$ cat config.mk
export PLATFORM = sky130hd
export DESIGN_NAME = sweep_ctrl
export DESIGN_NICKNAME = d
export VERILOG_FILES = /design/src/rtl/sweep_pkg.sv /design/src/rtl/sweep_timer.sv /design/src/rtl/sweep_ctrl.sv
export SDC_FILE = /design/constraint.sdc
export NUM_CORES = 1
export LEC_CHECK = 0
export ABC_AREA = 1
export BUFFER_PORTS_ARGS = -buffer_cell sky130_fd_sc_hd__clkbuf_2
export CAP_MARGIN = 20
export CORE_UTILIZATION = 59
export CTS_CLUSTER_DIAMETER = 150
export DETAILED_ROUTE_END_ITERATION = 16
export PLACE_DENSITY = 0.87
export SYNTH_ARGS = -nofsm -noshare
export SYNTH_HDL_FRONTEND = slang
export SYNTH_SLANG_ARGS = --single-unit
$ cat constraint.sdc
create_clock -name CLK -period 4.1 [get_ports CLK]
set_clock_uncertainty 0.05 [all_clocks]
set_input_delay 0.205 -clock CLK [delete_from_list [all_inputs] [get_ports CLK]]
set_output_delay 0.205 -clock CLK [all_outputs]
set_load 0.02 [all_outputs]
$ cat src/rtl/sweep_pkg.sv
// sweep_pkg: shared definitions for the mode-sweep controller.
//   state_t    - sweep FSM states (also visible on the STATE debug port)
//   MODE_OFF   - main-mode value meaning "all stimulus disabled"
//   sat_err32  - saturate a 64-bit error count into 32 bits
package sweep_pkg;

    typedef enum logic [2:0] {
        IDLE    = 3'd0,
        APPLY   = 3'd1,
        SETTLE  = 3'd2,
        CLEAR   = 3'd3,
        WINDOW  = 3'd4,
        DRAIN   = 3'd5,
        CAPTURE = 3'd6,
        NEXT    = 3'd7
    } state_t;

    localparam logic [7:0] MODE_OFF = 8'd255;

    function automatic logic [31:0] sat_err32(input logic [63:0] v);
        return (v[63:32] != 32'd0) ? 32'hFFFF_FFFF : v[31:0];
    endfunction

endpackage

$ cat src/rtl/sweep_timer.sv
// sweep_timer: loadable down-counter shared by the settle, clear, window and
// drain phases. A load of N gives N+1 cycles before and including zero=1.
//   CLK, RSTX  - clock, asynchronous active-low reset
//   load       - load load_val this cycle (takes priority over counting)
//   load_val   - value to load
//   zero       - count has reached zero (counter holds at zero)
module sweep_timer #(
    parameter int W = 32
) (
    input  logic         CLK,
    input  logic         RSTX,
    input  logic         load,
    input  logic [W-1:0] load_val,
    output logic         zero
);

    logic [W-1:0] cnt;

    always_ff @(posedge CLK or negedge RSTX) begin
        if (!RSTX) begin
            cnt <= '0;
        end else if (load) begin
            cnt <= load_val;
        end else if (cnt != '0) begin
            cnt <= cnt - W'(1);
        end
    end

    assign zero = (cnt == '0);

endmodule

$ cat src/rtl/sweep_ctrl.sv
// sweep_ctrl: steps the stimulus block through every (main, sub) mode pair in
// a range, lets each point settle, clears the link counters, measures for a
// window, waits for the counters to drain, then reports pass/fail per point.
// Optional feature: define SWEEP_CTRL_EARLY_STOP_EN to end the sweep at the
// first failing point (modes are held at that point).
// Ports:
//   CLK, RSTX                  - clock, asynchronous active-low reset
//   START, ABORT               - sweep request / immediate stop
//   MAIN_FIRST/LAST, SUB_LAST  - sweep range (latched at START)
//   SETTLE_CYC, WINDOW_CYC     - per-point timing (latched at START)
//   RECV_CNT, ERR_CNT          - link counters
//   MAIN_MODE, SUB_MODE, CLR   - registered drive to stimulus / counters
//   BUSY, DONE                 - status; DONE is a one-cycle pulse
//   RES_*                      - per-point result, qualified by RES_VLD pulse
//   FAIL_CNT                   - failing points this sweep, saturating
//   STATE                      - current FSM state (debug)
// Handshake: START is sampled only in IDLE and is a one-cycle request; there
// is no back-pressure, every RES_VLD/DONE is a single-cycle pulse that the
// consumer must take in that cycle.
module sweep_ctrl
    import sweep_pkg::*;
#(
    parameter int SETTLE_W  = 16,
    parameter int WIN_W     = 32,
    parameter int CLR_LEN   = 8,
    parameter int DRAIN_LEN = 16
) (
    input  logic                CLK,
    input  logic                RSTX,
    input  logic                START,
    input  logic                ABORT,
    input  logic [7:0]          MAIN_FIRST,
    input  logic [7:0]          MAIN_LAST,
    input  logic [7:0]          SUB_LAST,
    input  logic [SETTLE_W-1:0] SETTLE_CYC,
    input  logic [WIN_W-1:0]    WINDOW_CYC,
    input  logic [57:0]         RECV_CNT,
    input  logic [63:0]         ERR_CNT,
    output logic [7:0]          MAIN_MODE,
    output logic [7:0]          SUB_MODE,
    output logic                CLR,
    output logic                BUSY,
    output logic                DONE,
    output logic                RES_VLD,
    output logic [7:0]          RES_MAIN,
    output logic [7:0]          RES_SUB,
    output logic                RES_PASS,
    output logic [31:0]         RES_ERR,
    output logic [15:0]         FAIL_CNT,
    output logic [2:0]          STATE
);

    localparam int TW = (SETTLE_W > WIN_W) ? SETTLE_W : WIN_W;
    localparam logic [TW-1:0] CLR_VAL   = TW'(CLR_LEN - 1);
    localparam logic [TW-1:0] DRAIN_VAL = TW'(DRAIN_LEN - 1);

    state_t              state;
    logic [7:0]          main_last_q;
    logic [7:0]          sub_last_q;
    logic [SETTLE_W-1:0] settle_q;
    logic [WIN_W-1:0]    window_q;

    logic                tmr_load;
    logic [TW-1:0]       tmr_val;
    logic                tmr_zero;
    logic                pass_now;

    assign STATE    = state;
    assign pass_now = (ERR_CNT == 64'd0) && (RECV_CNT != 58'd0);

    // Timer loads happen on the edge that leaves a phase, with the length of
    // the phase being entered minus one (a zero-length settle skips SETTLE,
    // a zero-length window still lasts one cycle).
    always_comb begin
        tmr_load = 1'b0;
        tmr_val  = '0;
        case (state)
            APPLY: begin
                tmr_load = 1'b1;
                tmr_val  = (settle_q == '0) ? CLR_VAL : TW'(settle_q) - TW'(1);
            end
            SETTLE: begin
                tmr_load = tmr_zero;
                tmr_val  = CLR_VAL;
            end
            CLEAR: begin
                tmr_load = tmr_zero;
                tmr_val  = (window_q == '0) ? '0 : TW'(window_q) - TW'(1);
            end
            WINDOW: begin
                tmr_load = tmr_zero;
                tmr_val  = DRAIN_VAL;
            end
            default: begin
                tmr_load = 1'b0;
                tmr_val  = '0;
            end
        endcase
    end

    sweep_timer #(.W(TW)) u_timer (
        .CLK      (CLK),
        .RSTX     (RSTX),
        .load     (tmr_load),
        .load_val (tmr_val),
        .zero     (tmr_zero)
    );

    always_ff @(posedge CLK or negedge RSTX) begin
        if (!RSTX) begin
            state       <= IDLE;
            main_last_q <= 8'd0;
            sub_last_q  <= 8'd0;
            settle_q    <= '0;
            window_q    <= '0;
            MAIN_MODE   <= MODE_OFF;
            SUB_MODE    <= 8'd0;
            CLR         <= 1'b1;
            BUSY        <= 1'b0;
            DONE        <= 1'b0;
            RES_VLD     <= 1'b0;
            RES_MAIN    <= 8'd0;
            RES_SUB     <= 8'd0;
            RES_PASS    <= 1'b0;
            RES_ERR     <= 32'd0;
            FAIL_CNT    <= 16'd0;
        end else begin
            DONE    <= 1'b0;
            RES_VLD <= 1'b0;
            if (ABORT && state != IDLE) begin
                state <= IDLE;
                CLR   <= 1'b0;
                BUSY  <= 1'b0;
                DONE  <= 1'b1;
            end else begin
                case (state)
                    IDLE: begin
                        CLR <= 1'b0;
                        if (START && !ABORT) begin
                            main_last_q <= MAIN_LAST;
                            sub_last_q  <= SUB_LAST;
                            settle_q    <= SETTLE_CYC;
                            window_q    <= WINDOW_CYC;
                            FAIL_CNT    <= 16'd0;
                            if (MAIN_FIRST > MAIN_LAST) begin
                                DONE <= 1'b1;
                            end else begin
                                MAIN_MODE <= MAIN_FIRST;
                                SUB_MODE  <= 8'd0;
                                BUSY      <= 1'b1;
                                state     <= APPLY;
                            end
                        end
                    end
                    APPLY: begin
                        if (settle_q == '0) begin
                            CLR   <= 1'b1;
                            state <= CLEAR;
                        end else begin
                            state <= SETTLE;
                        end
                    end
                    SETTLE: begin
                        if (tmr_zero) begin
                            CLR   <= 1'b1;
                            state <= CLEAR;
                        end
                    end
                    CLEAR: begin
                        if (tmr_zero) begin
                            CLR   <= 1'b0;
                            state <= WINDOW;
                        end
                    end
                    WINDOW: begin
                        if (tmr_zero) state <= DRAIN;
                    end
                    DRAIN: begin
                        if (tmr_zero) state <= CAPTURE;
                    end
                    CAPTURE: begin
                        RES_VLD  <= 1'b1;
                        RES_MAIN <= MAIN_MODE;
                        RES_SUB  <= SUB_MODE;
                        RES_PASS <= pass_now;
                        RES_ERR  <= sat_err32(ERR_CNT);
                        if (!pass_now && FAIL_CNT != 16'hFFFF)
                            FAIL_CNT <= FAIL_CNT + 16'd1;
                        state <= NEXT;
                    end
                    NEXT: begin
                        // The last-point test comes before any increment, so
                        // MAIN_LAST=255 ends the sweep instead of wrapping.
`ifdef SWEEP_CTRL_EARLY_STOP_EN
                        if (!RES_PASS ||
                            (MAIN_MODE == main_last_q && SUB_MODE == sub_last_q)) begin
`else
                        if (MAIN_MODE == main_last_q && SUB_MODE == sub_last_q) begin
`endif
                            DONE  <= 1'b1;
                            BUSY  <= 1'b0;
                            state <= IDLE;
                        end else begin
                            if (SUB_MODE < sub_last_q) begin
                                SUB_MODE <= SUB_MODE + 8'd1;
                            end else begin
                                SUB_MODE  <= 8'd0;
                                MAIN_MODE <= MAIN_MODE + 8'd1;
                            end
                            state <= APPLY;
                        end
                    end
                    default: state <= IDLE;
                endcase
            end
        end
    end

endmodule

## Word level (Yosys, flattened, before mapping)

Cells that the tools add are included.

- Logic and storage cells: 126
- Input bits: 198
- Register bits after elaboration: 184
- Output and inout port bits: 88

- Bitwise operators: 1
- Order comparisons: 2
- Reductions and logical operators: 30
- Mux-type cells: 47
- Eq/ne operators: 23
- Add/sub/neg operators: 6

Operators by type and width:

| kind | count |
|---|---|
| 32-bit two-way mux | 5 |
| 32-bit one-hot mux with 4 select lines | 1 |
| 32-bit zero test | 2 |
| 64-bit zero test | 1 |
| 8-bit two-way mux | 8 |
| 32-bit nonzero test | 2 |
| 32-bit by 1-bit subtractor with 32-bit output, second input constant | 2 |
| 58-bit nonzero test | 1 |
| 16-bit two-way mux | 2 |
| 16-bit one-hot mux with 2 select lines | 1 |
| 8-bit one-hot mux with 2 select lines | 2 |
| 3-bit != test, second input constant | 8 |
| 3-bit one-hot mux with 8 select lines | 1 |
| 3-bit two-way mux | 7 |
| 16-bit by 1-bit subtractor with 17-bit output, second input constant | 1 |
| 16-bit by 1-bit adder with 16-bit output, second input constant | 1 |
| 8-bit by 1-bit adder with 8-bit output, second input constant | 2 |
| 8-bit == test | 2 |
| 16-bit zero test | 1 |
| 1-bit two-way mux | 16 |
| 16-bit != test, second input constant | 1 |
| 3-bit == test, second input constant | 4 |
| 4-bit AND reduction | 3 |
| 6-bit AND reduction | 2 |
| 18 further kinds | 33 |

## Longest topological paths before layout

Gate-level depths: netlist (run 1).

- Depth after elaboration: 6
- Depth in mapped cells: 14
- Gate-level depth less buffers: 13

## By module

From an unflattened synthesis (run 1), not the netlist that was laid out.

- Cells, all modules: 1,637
- Area total of the unflattened synthesis: 11,509.8 µm²

Modules (own cells, without submodules):

| module | instances | area each (µm²) | seq. area each (µm²) | cells each |
|---|---|---|---|---|
| sweep_ctrl | 1 | 9,295.2 | 3,814.9 | 1,304 |
| sweep_timer | 1 | 2,214.6 | 800.8 | 333 |

## Worst setup path before layout (run 1)

Ideal clock, no wire load.

- Path kind: register -> register
- Start point: reg FAIL_CNT[0]
- End point: reg FAIL_CNT[10]
- Arrival time: 1,746 ps
- Buffers on the path: 1
- Setup time: 118 ps
- Path slack: 2,186 ps
- Period minus slack after synthesis: 1,914 ps
- Cell stages (with the launch flop): 12
- Cell sequence: dfrtp_1 > ha_1 > nand2_2 > nor3_2 > nand3_1 > o21ai_1 > inv_1 > nand2_2 > nand2_4 > buf_2 > nand3_1 > nand2_1

- Cells in the longest elaborated chain, start to end: 4

RTL lines:

| element | line | source |
|---|---|---|
| start, declared | sweep_ctrl.sv:49 | `output logic [15:0] FAIL_CNT,` |
| start signal, assigned | sweep_ctrl.sv:188 | `FAIL_CNT <= FAIL_CNT + 16'd1;` |
| parallel branches: the longest is 4 deep, another holds 16-bit by 1-bit adder with 16-bit output | - |  |

Parallel ways; which one is timed is not known. The select of a mux whose other input is x is not followed.
A chain may end at the register's enable or synchronous reset.

## Worst setup path in the final report (run 1)

- Start point: in MAIN_LAST[5]
- End point: reg SUB_MODE[4]

- Cells in the longest elaborated chain, start to end: 3

RTL lines:

| element | line | source |
|---|---|---|
| start, declared | sweep_ctrl.sv:33 | `input logic [7:0] MAIN_LAST,` |
| 8-bit greater-than comparator | sweep_ctrl.sv:145 | `if (MAIN_FIRST > MAIN_LAST) begin` |
| 2-bit != test (no line) | - |  |
| 5-bit AND reduction (no line) | - |  |
| end signal, assigned | sweep_ctrl.sv:205 | `SUB_MODE <= SUB_MODE + 8'd1;` |
| end, declared | sweep_ctrl.sv:40 | `output logic [7:0] SUB_MODE,` |

Every way passes these cells.

==> results.cfg, run 1 <==
[synth]
synthCells = 1598
synth_seq_cells = 184
ys_async_sr_fraction = 1.00
synthTopCellsByArea = dfrtp_1 38%, nand2_1 12%, nor2_1 11%
synth_warnings = 0
syn_area_sq_um = 11500
synth.yosys.seq_area_share = 0.400
synth.avg_cell_area_sq_um = 7.22
synth_cell_type_count = 41
syn_nets = 1820
synth_edf_count = 0
yosys.area.top_type_share = 0.379
ys.flop_type = dfrtp_1
synth_top_cell_by_area = dfrtp_1

[critical_path]
cp-start-kind = input port
end_kind = flip-flop
critPathBufInv = 3
crit_chain = dlygate4sd3_1, clkbuf_2, inv_1, ha_1, a21oi_1, nor2_1, nor3_1, nand2_1, nand3_1, nand2_2, nor2_2, nand2_1, nand2_1
crit_fanout = 13
critPathTopFamily = simple AND/OR/NAND/NOR gates
crit_top_cell = nand2_1
timing_worst_setup_path_type = in2reg
arrival_ns = 2.73
max_stage_delay_ns = 0.52
crit_path_top_delay_cell = dlygate4sd3_1
worstPathRequired_ns = 4.43

[die]
die_x_um = 142
die-height_um = 142
coreArea_sq_um = 19000
io_pins = 286
fp-row-count = 50
dieArea_sq_um = 20100
initial_core_util = 0.609

[pwr]
switching_power_mw = 3.90
p_seq_frac = 0.369
ir_worst_vdd_uv = 479
p_leak_nw = 7.24
p_comb_frac = 0.438
power.share.clock = 0.193
p_per_area_nw_per_um2 = 589
intPower_mw = 4.64
switching_share = 0.457
power_mw = 8.54

[place]
place_congestion = 0.963
dp_slack_ns = 1.75
hpwl_um = 25900
io_buffers = 285

[finish]
postLayoutCoreUtil = 0.766
syn_to_final_growth_pct = 25.7
final_common_cell = nand2_1
drive_gt1_frac = 0.211
layout_common_cells = 380 x nand2_1, 327 x nor2_1, 284 x clkbuf_2
nNetsFinal = 2173

[min_path]
hp-class = in2reg

[sta]
fmax_mhz = 416
tns_ns = 0
slew_headroom = 0.358
period_minus_slack_ns = 2.41
rsz0062_at_grt = no
hold_viol = 0
worst_slack_ns = 1.69
timing.final.crit_share = 0.587
whs_ns = 0.0124
finalMaxSlewViolations = 0
tightestPinTransition_ns = 0.963
setup_violations = 0

[clocking]
clkSlewWorstSetupHoldPaths_ns = 0.07
cts_root_buffer = clkbuf_16
cts_setup_buffers = 0
htree_levels = 4
cts_resized = 0
cts_sinks = 184
clock_latency_ns = 0.44
cts_tree = yes
cts_hold_buf = 79
cts_inserted_buffers = 17
clk_path_buf_depth = 2

[global_routing]
grt_pass1_vias = 11887
grt_busiest_layer = met2
grt_max_degree = 107
antenna_found_initial = 1
grt_pass1_wl_um = 58400
grtUsageMet3 = 0.0682
grtUsageMet2 = 0.621
grt_usage = 0.373
overflow = 0
met1_usage = 0.453

[drt]
first_pass_iters = 6
ant_nets = 0
wl_per_cell_um = 16.7
wl_um = 37300
first_iter_violations = 1165
vias_per_cell = 5.57
vias = 12393
drc = 0

[run_status]
status = complete, no violations

[flow_run]
maxCapViolations = 0
layer usage:
| metal | wire, um | share of wire |
|---|---|---|
| met5 | 0 | 0 |
| met4 | 2110 | 0.057 |
| met3 | 3110 | 0.083 |
| met2 | 17700 | 0.47 |
| met1 | 14300 | 0.39 |
cell families after synthesis:
kind of cell               count (synthesis)  share of synthesized area
and+or+nand+nor                          926                      0.345
buffers and inverters                    195                     0.0718
DFF                                      184                      0.400
muxes                                     23                     0.0224
AOI/OAI and AO/OA                        171                     0.0782
adders and majority gates                 24                     0.0260
xor gates and xnor gates                  75                     0.0569
final timing paths:
path                            startpoint              to  slack (ns)  cells after the start
max                           MAIN_LAST[5]     SUB_MODE[4]        1.69                     13
min                             ERR_CNT[8]      RES_ERR[8]        0.01                      3
max reg2reg                u_timer.cnt[23]  u_timer.cnt[0]        1.78                      7
min reg2reg                            CLR             CLR        0.43                      2
max in group asynchronous             RSTX             CLR        2.56                      3
min in group asynchronous             RSTX     RES_MAIN[6]        0.38                      2
Yosys cell counts (2+ instances only):
| library cell | n |
|---|---|
| buf_4 | 6 |
| dfstp_2 | 9 |
| nor2_4 | 7 |
| buf_6 | 7 |
| nand3_4 | 2 |
| a31oi_1 | 18 |
| xnor2_1 | 29 |
| nand2_4 | 4 |
| nor3_1 | 25 |
| o21ai_1 | 27 |
| inv_2 | 12 |
| nand3b_1 | 3 |
| nor2_1 | 328 |
| clkbuf_1 | 8 |
| nor3b_1 | 2 |
| o21ai_0 | 39 |
| inv_1 | 145 |
| o31ai_1 | 3 |
| nand2_2 | 11 |
| nor3_2 | 6 |
| nor2_2 | 10 |
| a21oi_1 | 81 |
| nand4_1 | 21 |
| nand3_1 | 116 |
| buf_2 | 17 |
| ha_1 | 24 |
| xor2_1 | 46 |
| nand2_1 | 380 |
| nand3_2 | 4 |
| dfrtp_1 | 175 |
| mux2_2 | 23 |
layout make-up:
type	count	area, sq um
inverters	157	589
repair buffers	372	2310
diodes	1	2.50
clock inverters	13	136
fillers	1359	4440
well taps	260	325
clock buffers	19	433
multi-input cells	1219	6100
flip-flops and latches	184	4620
sequential cells by signal (all words and copies together), names as in the netlist, 16 cells and up:
register / count
FAIL_CNT: 16
RES_ERR: 32
settle_q: 16
u_timer.cnt: 32
window_q: 32
stage by stage:
stage          instances  area (sq um)
2_1_floorplan       1598         11500
3_3_place_gp        2111         13100
3_5_place_dp        2111         13100
4_1_cts             2222         14500
5_1_grt             2225         14500
6_report            2225         14500
power groups by stage:
stage	Clock (mW)	Combinational (mW)	Sequential (mW)
floorplan	0	2.26	3.30
global placement	0	3.45	3.10
detailed placement	0	3.52	3.13
CTS	1.65	3.64	3.11
global route	1.72	4.10	3.22
finish	1.65	3.74	3.15
worst min-delay path, stage by stage:
cell,delay (ns)
clkbuf_2,0.10
nor2_1,0.10
a21oi_1,0.06
Note: power is estimated with default switching activity, not from simulation.
==> run 2, diff against run 1 <==
CORE_UTILIZATION = 49   (was 59)
PLACE_DENSITY = 0.77   (was 0.87)
clock period = 2.1 ns   (was 4.1 ns; I/O delays follow)
==> run 2 against run 1 <==
  * Core utilization shrank 8.9 points
  * Sequential share of layout area fell by 1.9 points
  * Cell count up 5.8%
  * Register-to-register slack worse by 1.7 ns
  * Via count down 1.5%
  * Clock power up 97%
  * First-iteration DRC count is 28% lower
  * Largest power group unchanged
  * Combinational power grew 110%
  * Setup slack worse by 1.6 ns
  * Worst hold slack better by 0.030 ns
  * Sequential cell count is the same
  * Critical path depth unchanged
==> results.cfg, run 2 (synthesized netlist as in run 1, its figures left out) <==
[run_status]
status = complete, no violations

[place]
hpwl_um = 27600
place_congestion = 0.924
io_buffers = 285

[sta]
finalMaxSlewViolations = 0
rsz0062_at_grt = yes
period_minus_slack_ns = 2.03
tns_ns = 0
fmax_mhz = 493
setup_violations = 0
timing.final.crit_share = 0.966
hold_viol = 0
tightestPinTransition_ns = 0.633
slew_headroom = 0.577

[global_routing]
grt_max_degree = 59
grt_pass1_wl_um = 59300
grt_pass1_vias = 11858
overflow = 0
antenna_found_initial = 1
grt_usage = 0.314

[clocking]
cts_root_buffer = clkbuf_16
clk_path_buf_depth = 2
cts_sinks = 184
clkSlewWorstSetupHoldPaths_ns = 0.08
clock_latency_ns = 0.44
cts_tree = yes
htree_levels = 4
cts_inserted_buffers = 17

[pwr]
p_per_area_nw_per_um2 = 1120
power_mw = 17.3
p_leak_nw = 7.66
ir_worst_vdd_uv = 757

[critical_path]
worstPathRequired_ns = 2.44
r2r_start = SUB_MODE[3]
ff2ff_setup_slack_ns = 0.08
cp-start-kind = input port
startpoint = MAIN_LAST[5]
crit_top_cell = nand2_1
crit_chain = dlygate4sd3_1, clkbuf_2, inv_1, ha_1, a21oi_2, nor2_1, nor3_1, nand2_1, nand3_2, nand2_8, nor2_4, nand2_1, nand2_1
timing_worst_setup_path_type = in2reg
cp_num_cells = 13
r2r_end = SUB_MODE[6]
crit_fanout = 13
critPathBufInv = 3
critPathTopFamily = simple AND/OR/NAND/NOR gates
crit_path_end = MAIN_MODE[5]
max_stage_delay_ns = 0.58
arrival_ns = 2.37
end_kind = flip-flop
crit_path_top_delay_cell = dlygate4sd3_1
worstRegToRegCells = 10

[drt]
first_iter_violations = 833
first_pass_iters = 6
vias = 12208
vias_per_cell = 5.18
ant_nets = 0
wl_per_cell_um = 16.1
drc = 0
wl_um = 38000

[finish]
drive_gt1_frac = 0.241
syn_to_final_growth_pct = 33.9
final_common_cell = nand2_1
reg_top3 = RES_ERR x32, u_timer.cnt x32, window_q x32
layout_common_cells = 379 x nand2_1, 320 x nor2_1, 284 x clkbuf_2
postLayoutCoreUtil = 0.676
fillers = 1867
nNetsFinal = 2250

[die]
coreArea_sq_um = 22800
io_pins = 286
initial_core_util = 0.505
die-height_um = 155
die_x_um = 155
dieArea_sq_um = 24200
fp-row-count = 55

[flow_run]
maxCapViolations = 0

[min_path]
hp-class = in2reg
min_path_cells = 4
run 2: routing by layer:
metal / wire length, um / global-route usage / vias to the layer above
met5: 0 / 0 / -
met4: 1310 / 0.134 / 0
met3: 2510 / 0.0526 / 89
met2: 19000 / 0.561 / 503
met1: 15200 / 0.372 / 5655
li1: - / - / 5961
run 2: worst register-to-register path, stage by stage (launching register included):
cell and delay, ns:
dfrtp_2 0.45, ha_1 0.31, nand2_1 0.13, a21oi_2 0.16, nand2_1 0.07, nor3_1 0.20
nand3_1 0.21, nand3_2 0.14, nor2_4 0.07, nand2_1 0.06, nand2_1 0.05
run 2: final cells by class:
cell class / instances / area (sq um) / area share
flip-flops and latches: 184 / 4620 / 0.299
inverters: 157 / 589 / 0.0381
diodes: 1 / 2.50 / 0.000162
multi-input cells: 1219 / 6240 / 0.404
clock buffers: 18 / 429 / 0.0278
well taps: 313 / 392 / 0.0254
repair buffers: 449 / 3010 / 0.195
clock inverters: 14 / 156 / 0.0101
run 2: power breakdown:
group | switching [mW] | internal [mW] | total, mW
registers | 1.10 | 4.89 | 5.99
logic | 5.09 | 2.94 | 8.03
clock network | 1.56 | 1.69 | 3.25
total | 7.75 | 9.52 | 17.3
run 2: worst min path at each step:
stage | startpoint | endpoint | slack (ns)
2_1_floorplan | RSTX | BUSY | -0.24
3_3_place_gp | RSTX | RES_ERR[12] | 0.08
3_5_place_dp | RSTX | u_timer.cnt[26] | 0.08
4_1_cts | ABORT | CLR | 0.03
5_1_grt | ABORT | CLR | 0.06
6_report | ABORT | CLR | 0.04
run 2: timing repair:
item,4_1_cts,5_1_grt
pin swaps,1,8
resized for setup,1,33
endpoints found under the setup margin,2,46
endpoints found under the hold margin,158,0
hold buffers,105,0
setup buffers,0,4
run 2: per-stage QoR:
stage | cells | hold slack, ns | area, sq um | worst slack (ns)
finish | 2355 | 0.0420 | 15400 | 0.0714
global route | 2355 | 0.0616 | 15400 | -0.0501
CTS | 2350 | 0.0293 | 15300 | 0.0100
detailed placement | 2213 | 0.0810 | 13600 | 0.0142
global placement | 2213 | 0.0805 | 13600 | 0.0251
floorplan | 1598 | -0.241 | 11500 | 0.186
==> run 3, diff against run 2 <==
RECOVER_POWER = 50   (was default)
==> run 3 against run 2 <==
  * The run now ends with max-capacitance violations, max-slew violations left
  * Via count grew 1.1%
  * Clock-buffer cell count is the same
  * Worst hold slack gained 0.00083 ns
  * Combinational power shrank 1%
  * Design area shrank 0.46%
  * Cell count is the same
  * Critical path type is now reg2reg
  * Highest routed layer unchanged
==> results.cfg, run 3 (synthesized netlist as in run 1, its figures left out) <==
[global_routing]
antenna_found_initial = 1
grt_pass1_vias = 11858
overflow = 0
grt_usage = 0.314
grt_pass1_wl_um = 59300
grt_max_degree = 59

[finish]
final_cells = 2355
nNetsFinal = 2250
reg_top3 = RES_ERR x32, u_timer.cnt x32, window_q x32
syn_to_final_growth_pct = 33.2
drive_gt1_frac = 0.220
postLayoutCoreUtil = 0.673
final_common_cell = nand2_1
postLayoutCellArea_sq_um = 15400
layout_common_cells = 379 x nand2_1, 320 x nor2_1, 243 x clkbuf_2

[clocking]
htree_levels = 4
clkSlewWorstSetupHoldPaths_ns = 0.07
cts_tree = yes
clk_path_buf_depth = 2
cts_root_buffer = clkbuf_16
cts_inserted_buffers = 17
cts_sinks = 184
clock_latency_ns = 0.45

[critical_path]
crit_top_cell = nand2_1
worstPathRequired_ns = 2.39
timing_worst_setup_path_type = reg2reg
critPathTopFamily = simple AND/OR/NAND/NOR gates
crit_path_top_delay_cell = dfrtp_2
cp-start-kind = flip-flop
critPathBufInv = 0
crit_fanout = 8
max_stage_delay_ns = 0.45
ff2ff_setup_slack_ns = 0.07
crit_chain = ha_1, nand2_1, a21oi_2, nand2_1, nor3_1, nand3_1, nand3_2, nor2_4, nand2_1, nand2_1
end_kind = flip-flop
arrival_ns = 2.32

[sta]
worst_slack_ns = 0.0673
whs_ns = 0.0428
slew_headroom = -0.0115
hold_viol = 0
period_minus_slack_ns = 2.03
tightestPinTransition_ns = 1.52
setup_violations = 0
finalMaxSlewViolations = 58
fmax_mhz = 492
rsz0062_at_grt = yes
timing.final.crit_share = 0.968

[drt]
vias = 12338
vias_per_cell = 5.24
ant_nets = 0
wl_per_cell_um = 16.2
first_pass_iters = 8
first_iter_violations = 756
wl_um = 38200
drc = 0

[die]
initial_core_util = 0.505
io_pins = 286
die-height_um = 155
die_x_um = 155
fp-row-count = 55
coreArea_sq_um = 22800
dieArea_sq_um = 24200

[place]
dp_slack_ns = 0.0142
hpwl_um = 27600
place_area_sq_um = 13600
io_buffers = 285
place_congestion = 0.924
post-place-cells = 2213

[pwr]
p_leak_nw = 7.53
ir_worst_vdd_uv = 766
p_per_area_nw_per_um2 = 1120

[run_status]
status = finished with violations
violations = max-capacitance violations, max-slew violations

[min_path]
hp-class = in2reg

[flow_run]
maxCapViolations = 1
## run 3: cell count changes in the layout (fill, tap and decap cells not counted)
cell      previous run  this run
clkbuf_1             1        44
clkbuf_2           284       243
buf_12               7         6
buf_4               52        51
## run 3: stage by stage
| stage | TNS [ns] | total power, mW |
|---|---|---|
| 2_1_floorplan | 0 | 10.9 |
| 3_3_place_gp | 0 | 13.4 |
| 3_5_place_dp | 0 | 13.5 |
| 4_1_cts | 0 | 17.0 |
| 5_1_grt | -0.265 | 18.3 |
| 6_report | 0 | 17.2 |
## run 3: final timing paths
check | from | end | cells past startpoint
hold reg to reg | CLR | CLR | 2
setup reg to reg | SUB_MODE[3] | SUB_MODE[1] | 10
setup / recovery | SUB_MODE[3] | SUB_MODE[1] | 10
min in group asynchronous | RSTX | RES_ERR[12] | 2
hold / removal | ABORT | CLR | 4
max in group asynchronous | RSTX | MAIN_MODE[2] | 3
## run 3: what timing repair did
action	4_1_cts	5_1_grt
endpoints found under the setup margin	2	46
setup buffers	0	4
pin swaps	1	8
gates resized for setup	1	33
hold endpoints to repair	158	0
hold buffers	105	0
## run 3: area by class of cell
cell class	count	area, sq um
Sequential cell	184	4620
Timing Repair Buffer	449	2940
Antenna cell	1	2.50
Inverter	157	589
Fill cell	1892	7470
Clock inverter	14	156
Multi-Input combinational cell	1219	6240
Clock buffer	18	429
Tap cell	313	392
## run 3: worst min-delay path, cell delays in order
cell      delay [ns]
clkbuf_2        0.21
nor3_1          0.11
nand2_1         0.05
o21ai_1         0.06
## run 3: report_power, final
part           switching [mW]  total [mW]  leakage (nW)  internal (mW)
clock                    1.57        3.26         0.281           1.69
combinational            5.10        7.95          5.05           2.85
sequential               1.10        5.99          2.20           4.89
## run 3: metal layers
layer | wire [um] | track usage
met5 | 0 | 0
met2 | 19200 | 0.561
met4 | 1360 | 0.134
met1 | 15000 | 0.372
met3 | 2640 | 0.0526
